--- src/rtl/fft_pkg.sv ---
// ---------------------------------------------------------------------------
// fft_pkg
// Shared FFT definitions: default sizes, the twiddle pair type, and the
// quadrant fold that maps a full-circle index onto the quarter-wave cosine
// table. The DIF/DIT address generators use the same fold.
// ---------------------------------------------------------------------------
package fft_pkg;

    localparam int LOG2N_DEF = 8;   // log2 of the maximum FFT size
    localparam int TW_W_DEF  = 15;  // twiddle width, Q(TW_W-2)

    typedef struct packed {
        logic signed [TW_W_DEF-1:0] re;
        logic signed [TW_W_DEF-1:0] im;
    } tw_t;

    // How one quadrant is rebuilt from the two table reads C[j] and C[M-j].
    typedef struct packed {
        logic swap;     // real part comes from C[M-j], sine from C[j]
        logic neg_re;   // negate the real part
        logic neg_sin;  // negate the sine
    } fold_t;

    //   q0: re =  C[j],   sin =  C[M-j]
    //   q1: re = -C[M-j], sin =  C[j]
    //   q2: re = -C[j],   sin = -C[M-j]
    //   q3: re =  C[M-j], sin = -C[j]
    function automatic fold_t quadrant_fold(input logic [1:0] q);
        fold_t f;
        f.swap    = q[0];
        f.neg_re  = q[0] ^ q[1];
        f.neg_sin = q[1];
        return f;
    endfunction

endpackage

--- src/rtl/tw_qcos_rom.sv ---
// ---------------------------------------------------------------------------
// tw_qcos_rom
// Quarter-wave cosine table, N/4+1 words of round(cos(2*pi*i/N) * 2^(TW_W-2)),
// i = 0..N/4, with two synchronous read ports sharing one read enable.
// The contents are built at elaboration by a fixed-point series evaluation,
// so no image file or initialisation block is needed.
// Ports:
//   clk            clock
//   en             read enable; both read registers hold when low
//   addr_a/addr_b  read addresses, 0..N/4
//   data_a/data_b  registered words for the addresses presented last enable
// ---------------------------------------------------------------------------
module tw_qcos_rom #(
    parameter int LOG2N = 8,
    parameter int TW_W  = 15
) (
    input  logic             clk,
    input  logic             en,
    input  logic [LOG2N-2:0] addr_a,
    input  logic [LOG2N-2:0] addr_b,
    output logic [TW_W-1:0]  data_a,
    output logic [TW_W-1:0]  data_b
);

    localparam int     M      = 1 << (LOG2N - 2);
    localparam longint PI_Q30 = 64'sd3373259426;    // pi in Q30

    // cos(pi*idx/(N/2)) in Q30 by Taylor series, then rounded to Q(TW_W-2).
    // Q30 leaves ample guard bits, so the rounding matches real arithmetic.
    function automatic logic [TW_W-1:0] qcos_val(input int idx);
        longint x;
        longint x2;
        longint term;
        longint acc;
        longint scaled;
        x    = (PI_Q30 * longint'(idx)) >>> (LOG2N - 1);
        x2   = (x * x) >>> 30;
        term = 64'sd1 <<< 30;
        acc  = term;
        for (int n = 1; n <= 12; n++) begin
            term = -(((term * x2) >>> 30) / longint'((2 * n - 1) * (2 * n)));
            acc  = acc + term;
        end
        scaled = ((acc <<< (TW_W - 2)) + (64'sd1 <<< 29)) >>> 30;
        return scaled[TW_W-1:0];
    endfunction

    logic [TW_W-1:0] rom [0:M];

    for (genvar i = 0; i <= M; i++) begin : g_word
        localparam logic [TW_W-1:0] WORD = qcos_val(i);
        assign rom[i] = WORD;
    end

    // NOTE: read registers carry no reset; the valid pipeline alongside
    // decides whether their contents mean anything.
    always_ff @(posedge clk) begin
        if (en) begin
            data_a <= rom[addr_a];
            data_b <= rom[addr_b];
        end
    end

endmodule

--- src/rtl/twiddle_gen.sv ---
// ---------------------------------------------------------------------------
// twiddle_gen
// Full-circle FFT/IFFT twiddle generator, W = exp(-/+ j*2*pi*k/N), from a
// quarter-wave cosine table using index mirroring and sign folding.
// Two-stage pipeline with one global enable; 2-cycle latency, 1 per clock.
// Ports:
//   clk, rst              clock, synchronous active-high reset
//   req_valid/req_ready   request handshake (req_ready = ~tw_valid | tw_ready)
//   req_k                 index in the runtime-size domain
//   req_inv               0 = forward (imag = -sin), 1 = inverse (imag = +sin)
//   fft_log2n             runtime log2 size, clamped to 2..LOG2N
//   tw_valid/tw_ready     twiddle handshake
//   tw_real, tw_imag      cos(theta), -/+ sin(theta), signed Q(TW_W-2)
// ---------------------------------------------------------------------------
module twiddle_gen
    import fft_pkg::*;
#(
    parameter int LOG2N = LOG2N_DEF,
    parameter int TW_W  = TW_W_DEF
) (
    input  logic             clk,
    input  logic             rst,
    input  logic             req_valid,
    output logic             req_ready,
    input  logic [LOG2N-1:0] req_k,
    input  logic             req_inv,
    input  logic [3:0]       fft_log2n,
    output logic             tw_valid,
    input  logic             tw_ready,
    output logic [TW_W-1:0]  tw_real,
    output logic [TW_W-1:0]  tw_imag
);

    localparam int M = 1 << (LOG2N - 2);

    // Whole pipe advances together; a bubble never blocks it.
    logic en;
    assign en        = ~tw_valid | tw_ready;
    assign req_ready = en;

    // ---- size scaling: K = (k mod 2^s) << (LOG2N - s) ---------------------
    logic [3:0]       size_s;
    logic [LOG2N-1:0] k_mask;
    logic [LOG2N-1:0] k_scaled;

    // NOTE: every output of a combinational block is assigned on all paths,
    // so no latch can be inferred.
    always_comb begin
        if (fft_log2n < 4'd2)
            size_s = 4'd2;
        else if (fft_log2n > 4'(LOG2N))
            size_s = 4'(LOG2N);
        else
            size_s = fft_log2n;
        // Shifting by LOG2N empties the shifted ones, so the mask becomes all ones.
        k_mask   = ~({LOG2N{1'b1}} << size_s);
        k_scaled = (req_k & k_mask) << (4'(LOG2N) - size_s);
    end

    logic [1:0]       quad;
    logic [LOG2N-3:0] j_idx;
    logic [LOG2N-2:0] addr_cos;
    logic [LOG2N-2:0] addr_sin;

    assign quad     = k_scaled[LOG2N-1:LOG2N-2];
    assign j_idx    = k_scaled[LOG2N-3:0];
    assign addr_cos = {1'b0, j_idx};
    assign addr_sin = (LOG2N - 1)'(M) - {1'b0, j_idx};

    // ---- stage 1: table reads, with quadrant and direction alongside -----
    logic [TW_W-1:0] cos_j;
    logic [TW_W-1:0] cos_mj;
    logic            s1_valid;
    logic [1:0]      s1_quad;
    logic            s1_inv;

    tw_qcos_rom #(
        .LOG2N (LOG2N),
        .TW_W  (TW_W)
    ) u_rom (
        .clk    (clk),
        .en     (en),
        .addr_a (addr_cos),
        .addr_b (addr_sin),
        .data_a (cos_j),
        .data_b (cos_mj)
    );

    // NOTE: registers use non-blocking assignments so every flop samples
    // the values from before the edge, whatever the statement order.
    always_ff @(posedge clk) begin
        if (rst) begin
            s1_valid <= 1'b0;
        end else if (en) begin
            s1_valid <= req_valid;
            s1_quad  <= quad;
            s1_inv   <= req_inv;
        end
    end

    // ---- stage 2: quadrant swap and signs --------------------------------
    fold_t           fold;
    logic [TW_W-1:0] re_mag;
    logic [TW_W-1:0] sin_mag;
    logic [TW_W-1:0] re_next;
    logic [TW_W-1:0] im_next;

    always_comb begin
        fold    = quadrant_fold(s1_quad);
        re_mag  = fold.swap ? cos_mj : cos_j;
        sin_mag = fold.swap ? cos_j  : cos_mj;
        re_next = fold.neg_re ? -re_mag : re_mag;
        // imag = inv ? sin : -sin, so the forward direction flips the sine sign once more.
        im_next = (fold.neg_sin ^ ~s1_inv) ? -sin_mag : sin_mag;
    end

    always_ff @(posedge clk) begin
        if (rst) begin
            tw_valid <= 1'b0;
            tw_real  <= '0;
            tw_imag  <= '0;
        end else if (en) begin
            tw_valid <= s1_valid;
            tw_real  <= re_next;
            tw_imag  <= im_next;
        end
    end

endmodule

--- config.mk ---
export PLATFORM = sky130hd
export DESIGN_NAME = twiddle_gen
export DESIGN_NICKNAME = d
export VERILOG_FILES = /design/src/rtl/fft_pkg.sv /design/src/rtl/tw_qcos_rom.sv /design/src/rtl/twiddle_gen.sv
export SDC_FILE = /design/constraint.sdc
export NUM_CORES = 1
export LEC_CHECK = 0
export BUFFER_PORTS_ARGS = -buffer_cell sky130_fd_sc_hd__buf_2
export CAP_MARGIN = 20
export CORE_MARGIN = 5
export CORE_UTILIZATION = 45
export DETAILED_ROUTE_END_ITERATION = 7
export GPL_TIMING_DRIVEN = 0
export PLACE_DENSITY = 0.72
export REMOVE_ABC_BUFFERS = 1
export SYNTH_ARGS = -nofsm -noshare
export SYNTH_HDL_FRONTEND = slang
export SYNTH_SLANG_ARGS = --single-unit
--- constraint.sdc ---
create_clock -name clk -period 9.9 [get_ports clk]
set_input_delay 2.97 -clock clk [delete_from_list [all_inputs] [get_ports clk]]
set_output_delay 2.97 -clock clk [all_outputs]
set_load 0.005 [all_outputs]
==> reports/metrics.sh <==
WORST_SETUP_PATH_END_KIND='register'
WIRELENGTH_UM=18200
BOUNDARYPINS=49
CRITICAL-PATH-TOP-CELL-BY-COUNT='sky130_fd_sc_hd__ha_1'
MAX-CAP-VIOLATIONS=0
POST_ROUTE_CELLS_DRIVE_ABOVE_1_SHARE_PCT=11.6
ROUTED_VIA_DENSITY=6.32
SYNTH_SEQUENTIAL_AREA_RATIO_PCT=25.2
TOTAL_OF_ENDPOINTS_WITH_NEGATIVE_SETUP_SLACK_IN_THE_FINAL_REPORT=0
TOTAL_CLOCK_SINKS=63
TIMING_WORST_SETUP_PATH_TYPE='in2reg'
GRT_FIRST_PASS_WIRELENGTH_UM=29100
SYNTHESIS.AREA_PER_INSTANCE_UM2=7.34
POST_SYNTHESIS_INSTANCE_AREA_UM2=6220
WORSTSETUPSTARTPOINTTYPE='primary input'
CLK_PIN_SLEW_WORST_PATHS_NS=0.05
SYNTH-SEQ-CELLS=63
FLOORPLAN.DIE.WIDTH_UM=128
GP_CONGESTION=0.934
PORT_BUFFERS=48
DRT_PRE_ANTENNA_ITERS=6
CLASSIFICATION_OF_THE_WORST_SLACK_HOLD_PATH='reg2reg'
FINAL_HPWL_DP_UM=12500
TIMING.CRITICAL_PATH.ARRIVAL_NS=8.56
POST-CTS-SETUP-BUFFER-COUNT=0
SETUP_TNS_NS=0
CORE_UTILIZATION_OF_THE_FINISHED_LAYOUT_PCT=49.6
DRT-INITIAL-DRC-COUNT=925
SYNTHESIS.YOSYS.WARNINGS=0
ROWS=43
PATH_CELLS='buf_2 > or2_2 > nand2_1 > ha_1 > or3b_4 > o211ai_1 > nand2b_1 > ha_1 > inv_1 > ha_1 > buf_8 > inv_1 > o211ai_1 > a311oi_1 > a211oi_1 > nor3_1'
FILL_CELLS=1370
TOTAL_INSERTED_ANTENNA_CELLS=0
FP.COREAREA_UM2=13700
FINAL_ANTENNA_NET_COUNT=0
PLACEMENT.CELL_AREA_UM2=6520
ROUTEDWLPERCELL_UM=17.8
LAYOUT.NETS=877
CRITICAL_PATH_REQUIRED_NS=9.94
CRIT_PATH_MAX_INCR_DELAY_NS=0.79
GRT_MAX_DEGREE=56
SLEW-LIMIT-HEADROOM_PCT=30.6
CP_TOP_FAMILY='simple AND/OR/NAND/NOR gates'
POST_ROUTE_CELL_AREA_UM2=6800
CRITPATHBUFINV=4
DRV_SLEW=0
HTREE_LEVELS=3
FIRST_GLOBAL_VIAS=5845
GLOBALROUTETOTALUTIL_PCT=21.7
POST-PLACE-CELLS=1008
YS_ASYNC_SR_FRACTION_PCT=0
PERIOD_NEEDED_NS=8.52
TIMING.CLOCK.SKEW_NS=0.00513
WORST_SLEW_PIN_SLEW_NS=1.04
VDD_DROP_MAX_mV=0.101
YS.FLOP_TYPE='sky130_fd_sc_hd__dfxtp_1'
FLOORPLAN.INITIALDENSITY_PCT=45.4
SYNTH_EDF_COUNT=31
GLOBALROUTE.TOTALOVERFLOW=0
NUMBER_OF_ANTENNA_VIOLATIONS_AT_THE_FIRST_CHECK_IN_GLOBAL_ROUTING=2
FP.DIEAREA_UM2=16300
PATH_MAX_FANOUT=25
SYNTHTOLAYOUTAREAGROWTH_PCT=9.29
TRITONCTS='yes'
SLOWEST_STAGE='sky130_fd_sc_hd__nand2b_1'
CLOCK_INSERTION_DELAY_WORST_SKEW_NS=0.33
PLACEMENT.SETUP.WORST_SLACK_NS=1.24
POWER_PER_CELL_AREA_nW_PER_UM2=241
DETAILROUTE.VIA_COUNT=6472
FP.DIEH_UM=128
REG2REG_SLACK_NS=7.03
POST-ROUTE-WORST-SETUP-SLACK_NS=1.38
CTS_ROOT_BUFFER='sky130_fd_sc_hd__clkbuf_16'
TIMING.FINAL.CRIT_SHARE_PCT=86.0
FINAL_HOLD_VIOLATION_COUNT=0
CTS.REPAIR.RESIZED=0
CTS-HOLD-FIX-BUFFERS=0
POWER.LEAKAGE_uW=0.00270
ROUTE.DETAILED.DRC=0
TRITONCTS.NUM_BUFFERS=9
CTS-ROOT-TO-SINK-BUFFERS=2
RSZ0062_AT_GRT='no'
FINAL_CELL_COUNT_NO_FILL=1024
YOSYS.CELL_TYPES.COUNT=74
STATUS='completed'
SYN_INST=848
FMAX_GHz=0.117
logic make-up (layout without fill, tap and decap cells):
group / Yosys count / in the layout / synth area share [%]
compound gates: 307 / 307 / 32.1
xor+xnor: 28 / 28 / 4.18
fa+ha+maj: 22 / 22 / 4.38
buf+inv: 90 / 86 / 6.25
flops: 63 / 63 / 25.2
mux: 32 / 32 / 5.51
simple gates: 306 / 306 / 22.3
cells in the mapped netlist (4+ instances only):
cell,count,area share [%]
sky130_fd_sc_hd__buf_2,17,1.4
sky130_fd_sc_hd__nand3_1,22,1.8
sky130_fd_sc_hd__a211o_1,6,0.84
sky130_fd_sc_hd__or3_1,7,0.70
sky130_fd_sc_hd__dfxtp_1,32,10
sky130_fd_sc_hd__a221oi_1,4,0.56
sky130_fd_sc_hd__a21oi_1,85,6.8
sky130_fd_sc_hd__inv_1,13,0.78
sky130_fd_sc_hd__mux2_2,5,0.90
sky130_fd_sc_hd__nand2_1,121,7.3
sky130_fd_sc_hd__o311ai_0,7,0.98
sky130_fd_sc_hd__ha_1,21,4.2
sky130_fd_sc_hd__nor3_1,23,1.8
sky130_fd_sc_hd__nand2b_1,6,0.60
sky130_fd_sc_hd__o211ai_1,22,2.7
sky130_fd_sc_hd__xor2_1,11,1.5
sky130_fd_sc_hd__mux2i_1,25,4.0
sky130_fd_sc_hd__buf_1,8,0.48
sky130_fd_sc_hd__and2_1,7,0.70
sky130_fd_sc_hd__nor2_1,86,5.2
sky130_fd_sc_hd__o22ai_1,13,1.3
sky130_fd_sc_hd__a31oi_1,10,1.0
sky130_fd_sc_hd__o21ai_0,67,5.4
sky130_fd_sc_hd__a21o_1,6,0.72
sky130_fd_sc_hd__a211oi_1,32,3.9
sky130_fd_sc_hd__xnor2_1,15,2.1
sky130_fd_sc_hd__and3_1,8,0.80
sky130_fd_sc_hd__buf_4,4,0.48
sky130_fd_sc_hd__a311oi_1,7,0.98
sky130_fd_sc_hd__nor2b_1,8,0.80
sky130_fd_sc_hd__nand4_1,4,0.40
sky130_fd_sc_hd__clkbuf_1,45,2.7
sky130_fd_sc_hd__o31ai_1,8,0.96
sky130_fd_sc_hd__edfxtp_1,31,15
power breakdown:
group / internal (µW) / total, µW / leakage, µW / switching (µW)
Sequential: 391 / 452 / 0.000597 / 60.7
Combinational: 351 / 890 / 0.00196 / 539
Clock: 192 / 294 / 0.000141 / 102
routing by layer:
layer / track usage [%] / vias to the layer above / routed length, µm
met3: 3.89 / 64 / 1720
met5: 0 / - / 21
met1: 28.1 / 2944 / 7470
li1: - / 3108 / -
met4: 11.0 / 4 / 598
met2: 34.7 / 352 / 8410
sequential cells by signal, summed over array words and instances, names as in the netlist:
name	flops
s1_quad	2
s1_valid	1
u_rom.data_b	14
tw_valid	1
u_rom.data_a	14
s1_inv	1
tw_real	15
tw_imag	15
tightest hold or removal path, cell delays in order, from the launching register on:
cell and delay (ns):
sky130_fd_sc_hd__dfxtp_1 0.30, sky130_fd_sc_hd__nand2_1 0.05, sky130_fd_sc_hd__a21oi_1 0.05
worst paths after layout:
kind / start / endpoint / depth (start not counted)
worst min register to register: tw_imag[4] / tw_imag[4] / 2
worst max-delay path: fft_log2n[2] / u_rom.data_b[1] / 16
worst min-delay path: tw_imag[4] / tw_imag[4] / 2
worst max register to register: s1_quad[0] / tw_real[12] / 9
stage by stage:
stage	total power (µW)	hold slack, ns
after floorplan	1060	0.426
after CTS	1620	0.450
after global placement	1290	0.436
final	1640	0.448
after global routing	1750	0.466
after detailed placement	1320	0.444
area by class of cell:
class | count | area (µm²) | share of cell area [%]
timing repair buffer | 56 | 383 | 5.63
inverter | 14 | 52.6 | 0.772
multi-input combinational | 695 | 4290 | 63.0
sequential | 63 | 1570 | 23.1
clock inverter | 5 | 48.8 | 0.717
clock buffer | 11 | 233 | 3.42
tap | 180 | 225 | 3.31
cells in the final DEF, fill, tap and decap left out, types with 6 or more instances in the layout:
| cell type | synthesis | layout |
|---|---|---|
| sky130_fd_sc_hd__a211o_1 | 6 | 6 |
| sky130_fd_sc_hd__a211oi_1 | 32 | 32 |
| sky130_fd_sc_hd__a21o_1 | 6 | 6 |
| sky130_fd_sc_hd__a21oi_1 | 85 | 85 |
| sky130_fd_sc_hd__a311oi_1 | 7 | 7 |
| sky130_fd_sc_hd__a31oi_1 | 10 | 10 |
| sky130_fd_sc_hd__and2_1 | 7 | 7 |
| sky130_fd_sc_hd__and3_1 | 8 | 8 |
| sky130_fd_sc_hd__buf_2 | 17 | 48 |
| sky130_fd_sc_hd__clkbuf_16 | 0 | 9 |
| sky130_fd_sc_hd__dfxtp_1 | 32 | 32 |
| sky130_fd_sc_hd__edfxtp_1 | 31 | 31 |
| sky130_fd_sc_hd__ha_1 | 21 | 21 |
| sky130_fd_sc_hd__inv_1 | 13 | 12 |
| sky130_fd_sc_hd__mux2i_1 | 25 | 25 |
| sky130_fd_sc_hd__nand2_1 | 121 | 121 |
| sky130_fd_sc_hd__nand2b_1 | 6 | 6 |
| sky130_fd_sc_hd__nand3_1 | 22 | 22 |
| sky130_fd_sc_hd__nor2_1 | 86 | 85 |
| sky130_fd_sc_hd__nor2b_1 | 8 | 7 |
| sky130_fd_sc_hd__nor3_1 | 23 | 23 |
| sky130_fd_sc_hd__o211ai_1 | 22 | 22 |
| sky130_fd_sc_hd__o21ai_0 | 67 | 67 |
| sky130_fd_sc_hd__o22ai_1 | 13 | 13 |
| sky130_fd_sc_hd__o311ai_0 | 7 | 7 |
| sky130_fd_sc_hd__o31ai_1 | 8 | 8 |
| sky130_fd_sc_hd__or3_1 | 7 | 7 |
| sky130_fd_sc_hd__xnor2_1 | 15 | 13 |
| sky130_fd_sc_hd__xor2_1 | 11 | 11 |
Note: power is estimated with default switching activity, not from simulation.
